[src/rtl/seq_det_pkg.sv]
// Shared defaults and state encoding for the parametrised serial sequence detectors.
package seq_det_pkg;

    localparam int         SEQ_N_DEF       = 5;
    localparam logic [4:0] SEQ_PATTERN_DEF = 5'b10010;
    localparam int         SEQ_CNT_W_DEF   = 8;

    // FILLING: fewer than N-1 valid history bits; ARMED: a match is possible this cycle.
    typedef enum logic {
        FILLING = 1'b0,
        ARMED   = 1'b1
    } fill_state_e;

endpackage

[src/rtl/sat_counter.sv]
// Saturating up-counter with synchronous active-low reset and priority clear.
module sat_counter #(
    parameter int W = 8
) (
    input  logic         clk,
    input  logic         rst,
    input  logic         clr,
    input  logic         inc,
    output logic [W-1:0] q
);

    always_ff @(posedge clk) begin
        if (!rst) begin
            q <= '0;
        end else if (clr) begin
            q <= '0;
        end else if (inc && (q != {W{1'b1}})) begin
            q <= q + W'(1);
        end
    end

endmodule

[src/rtl/param_mealy_seq_detector.sv]
// Mealy detector for a run-time loadable N-bit serial pattern with overlap control
// and a saturating match counter.
module param_mealy_seq_detector
    import seq_det_pkg::*;
#(
    parameter int           N       = SEQ_N_DEF,
    parameter logic [N-1:0] PATTERN = N'(SEQ_PATTERN_DEF),
    parameter int           CNT_W   = SEQ_CNT_W_DEF
) (
    input  logic             clk,
    input  logic             rst,
    input  logic             j,
    input  logic             en,
    input  logic             overlap,
    input  logic             pat_load,
    input  logic [N-1:0]     pat_in,
    input  logic             cnt_clr,
    output logic             w,
    output logic [CNT_W-1:0] match_cnt
);

    localparam int           FW   = (N > 2) ? $clog2(N) : 1;
    localparam logic [FW-1:0] FULL = FW'(N - 1);

    logic [N-2:0]  hist;
    logic [FW-1:0] fill;
    logic [N-1:0]  pat_r;
    logic [N-1:0]  window;
    fill_state_e   state;

    // Window is the last N-1 history bits plus the bit on j right now.
    assign window = {hist, j};
    assign state  = (fill == FULL) ? ARMED : FILLING;
    assign w      = rst & en & ~pat_load & (state == ARMED) & (window == pat_r);

    always_ff @(posedge clk) begin
        if (!rst) begin
            hist  <= '0;
            fill  <= '0;
            pat_r <= PATTERN;
        end else if (pat_load) begin
            pat_r <= pat_in;
            fill  <= '0;
        end else if (en) begin
            hist <= window[N-2:0];
            if (w && !overlap) begin
                fill <= '0;
            end else if (fill != FULL) begin
                fill <= fill + FW'(1);
            end
        end
    end

    sat_counter #(
        .W(CNT_W)
    ) u_cnt (
        .clk(clk),
        .rst(rst),
        .clr(cnt_clr),
        .inc(w),
        .q  (match_cnt)
    );

endmodule

[config.mk]
export PLATFORM = sky130hd
export DESIGN_NAME = param_mealy_seq_detector
export DESIGN_NICKNAME = d
export VERILOG_FILES = /design/src/rtl/seq_det_pkg.sv /design/src/rtl/sat_counter.sv /design/src/rtl/param_mealy_seq_detector.sv
export SDC_FILE = /design/constraint.sdc
export NUM_CORES = 1
export LEC_CHECK = 0
export BUFFER_PORTS_ARGS = -buffer_cell sky130_fd_sc_hd__buf_2
export CORE_UTILIZATION = 35
export DETAILED_ROUTE_END_ITERATION = 8
export PLACE_DENSITY = 0.55
export RECOVER_POWER = 50
export SETUP_SLACK_MARGIN = 0.4
export SLEW_MARGIN = 20
export SYNTH_ARGS = -nofsm -noshare
export SYNTH_HDL_FRONTEND = slang
export SYNTH_SLANG_ARGS = --single-unit
[constraint.sdc]
create_clock -name clk -period 5.5 [get_ports clk]
set_input_delay 0.275 -clock clk [delete_from_list [all_inputs] [get_ports clk]]
set_output_delay 0.275 -clock clk [all_outputs]
set_load 0.01 [all_outputs]
==> results.tsv <==
stage	metric	value	unit
run_status	status	finished, final reports clean	
setup_path	worst-setup-path-type	reg -> reg	
placed_design	port_buffers	20	
detailed_routing	drt_iter0_markers	27	
pwr	seq_power_share	62.6	%
synth	ys_warn_count	0	
clock_tree	clkSlewWorstSetupHoldPaths	110	ps
synth	synthFlopType	dfxtp_1	
clock_tree	cts.sinks	20	
setup_path	reg2reg_from	fill[0]$_SDFFE_PP0P_	
sta	rsz0062_at_grt	false	
pwr	netSwitchingFraction	23.0	%
final_layout	most-common-layout-cells	20 x dfxtp_1, 14 x buf_2, 10 x mux2i_1	
die	io_pins	21	
setup_path	startpoint_type	flop	
pwr	p_sw	55.2	uW
synth	synth_cell_types	30	
synth	syn_nets	127	
sta	relSlewSlack	66.1	%
global_routing	globalRouteMet3Util	4.19	%
pwr	ir_drop	129	uV
final_layout	syn2layout_area_growth	11.8	%
setup_path	critPathLaunch	fill[0]$_SDFFE_PP0P_	
placed_design	place_congestion	0.809	
sta	fmax	521	MHz
detailed_routing	firstDrtPassIters	7	
global_routing	grt_overflow	0	
final_layout	layout-drive-gt1-share	15.4	%
sta	hold_violations	0	
die	initial_utilization	36.8	%
global_routing	grt-busiest-layer	met2	
global_routing	grt_antenna_before_repair	0	
clock_tree	h-tree-depth	1	
pwr	leakage	0.000423	uW
clock_tree	cts_tree	done	
detailed_routing	antenna_left	0	
die	die_y	55.8	um
pwr	intPower	185	uW
global_routing	grt_pass1_wl	3.11	mm
synth	postSynthAreaPerCell	9.06	um^2
pwr	combPwrFrac	9.8	%
global_routing	grt_pass1_vias	726	
clock_tree	cts_made_buffers	3	
synth	synth_seq_area_share	39.5	%
synth	ys_ff_latch	20	
setup_path	slowest_stage	or3_4	
die	fp.coreArea	0.00276	mm^2
die	rows	19	
detailed_routing	drc_errors	0	
sta	tns	0	ps
clock_tree	clock-root-buffer	clkbuf_4	
sta	period_share	34.9	%
final_layout	final_common_cell	dfxtp_1	
sta	worst_pin_slew	508	ps
detailed_routing	via_per_inst	5.24	
setup_path	crit_required	5730	ps
sta	drv_slew	0	
placed_design	dp_hpwl	1.41	mm
worst_hold_path	hold_class	in -> reg	
final_layout	fin_cells	161	
clock_tree	clockBufferDepth	2	
setup_path	critPathArrivalTime	2150	ps
synth	synth_area	0.00101	mm^2
setup_path	path_max_fanout	12	
pwr	clkPwrFrac	27.6	%
global_routing	gr-usage-met1	16.4	%
synth	async_reset_ff_share	0	%
clock_tree	cts_setup_buffers	0	
setup_path	slowest_delay	460	ps
clock_tree	cts_hold_buf	0	
die	die_x	55.8	um
global_routing	grt_start_max_net_pins	14	
placed_design	place_ws	3610	ps
global_routing	grt_util_met2	20.1	%
sta	fin_crit	1920	ps
sta	worst_slack	3580	ps
final_layout	nNetsFinal	147	
clock_tree	cts.repair.resized	0	
synth	synth_edf_count	0	
global_routing	grt_use_total	12.6	%
detailed_routing	num_vias	843	
detailed_routing	wl_per_cell	11.4	um
pwr	powerDensity	211	mW/mm^2
clock_tree	clock_latency	290	ps
sta	clock_skew	10.8	ps
final_layout	n_antenna_cell	0	
worst_hold_path	hold_path_startpoint	pat_in[4]	
setup_path	end_kind	flop	
placed_design	placedCellCount	158	
die	die-area	0.00312	mm^2
synth	syn_inst	112	
run	cap_violations	0	
setup_path	path_cells	inv_1, ha_1, and2_1, nand4_1, or3_4, or3_1, a21oi_1	
sta	finalSetupViolations	0	
detailed_routing	routed_wl	1.84	mm
path summary, 6_finish.rpt:
path                                   to  slack (ps)  cells after the start
hold / removal      pat_r[4]$_SDFFE_PN1P_         200                      3
hold reg to reg     pat_r[4]$_SDFFE_PN1P_         510                      2
setup / recovery  u_cnt.q[3]$_SDFFE_PP0P_        3580                      7
setup reg to reg  u_cnt.q[3]$_SDFFE_PP0P_        3580                      7
kinds of logic (layout without fill, tap and decap cells):
group,Yosys count,in the layout,share of synthesized area (%)
flip-flops,20,20,39.5
AO/OA/AOI/OAI,16,16,9.00
AND/OR/NAND/NOR,46,46,26.0
buffers and inverters,9,27,4.81
adder cells (fa/ha/maj),3,3,3.70
XOR/XNOR,7,7,6.04
multiplexers,11,11,11.0
registers in the layout, indices dropped and copies added, names as in the netlist:
register,cells
u_cnt.q,8
fill,3
pat_r,5
hist,4
cells in the mapped netlist (all sizes together), types with 3 or more instances:
master | number | area share [%]
nand4 | 6 | 3.7
buf | 3 | 2.6
mux2i | 10 | 9.9
nand2 | 7 | 2.6
or3 | 6 | 4.2
inv | 4 | 1.5
xnor2 | 5 | 4.3
dfxtp | 20 | 39
ha | 3 | 3.7
a21oi | 8 | 3.9
nor2 | 8 | 3.0
o21ai | 5 | 2.5
nor2b | 10 | 6.4
layer usage:
metal  routed length (um)  up-vias  share of wire (%)
met5                    0        -                  0
met4                   19        0                1.0
met3                  113        2                6.1
met2                  822       27                 45
met1                  887      386                 48
li1                     -      428                  -
layout make-up:
| cell class | count | area [um^2] |
|---|---|---|
| Fill cell | 278 | 1620 |
| Multi-Input combinational cell | 83 | 566 |
| Sequential cell | 20 | 400 |
| Timing Repair Buffer | 20 | 92.6 |
| Tap cell | 31 | 38.8 |
| Clock buffer | 3 | 22.5 |
| Inverter | 4 | 15.0 |
worst max-delay path, delay by kind of cell (launching register included):
kind | cells | cell delay, ps
buf+inv | 1 | 70
simple gates | 4 | 1160
compound gates | 1 | 140
flops | 1 | 320
fa+ha+maj | 1 | 180
through the flow:
step           util (%)  total power [uW]  area, um^2  hold WS, ps
2_1_floorplan         -               170        1010          403
3_3_place_gp       40.6               177        1120          480
3_5_place_dp       40.6               177        1120          489
4_1_cts            41.4               245        1140          191
5_1_grt            41.2               255        1130          207
6_report           41.2               240        1130          201
power by group through the flow:
stage	clock, uW	combinational [uW]	sequential, uW
after detailed placement	0	23.6	154
after floorplan	0	16.9	153
after global placement	0	23.2	154
after global routing	77.8	26.2	151
after CTS	71.1	23.7	150
final	66.3	23.4	150
Note: power is estimated with default switching activity, not from simulation.
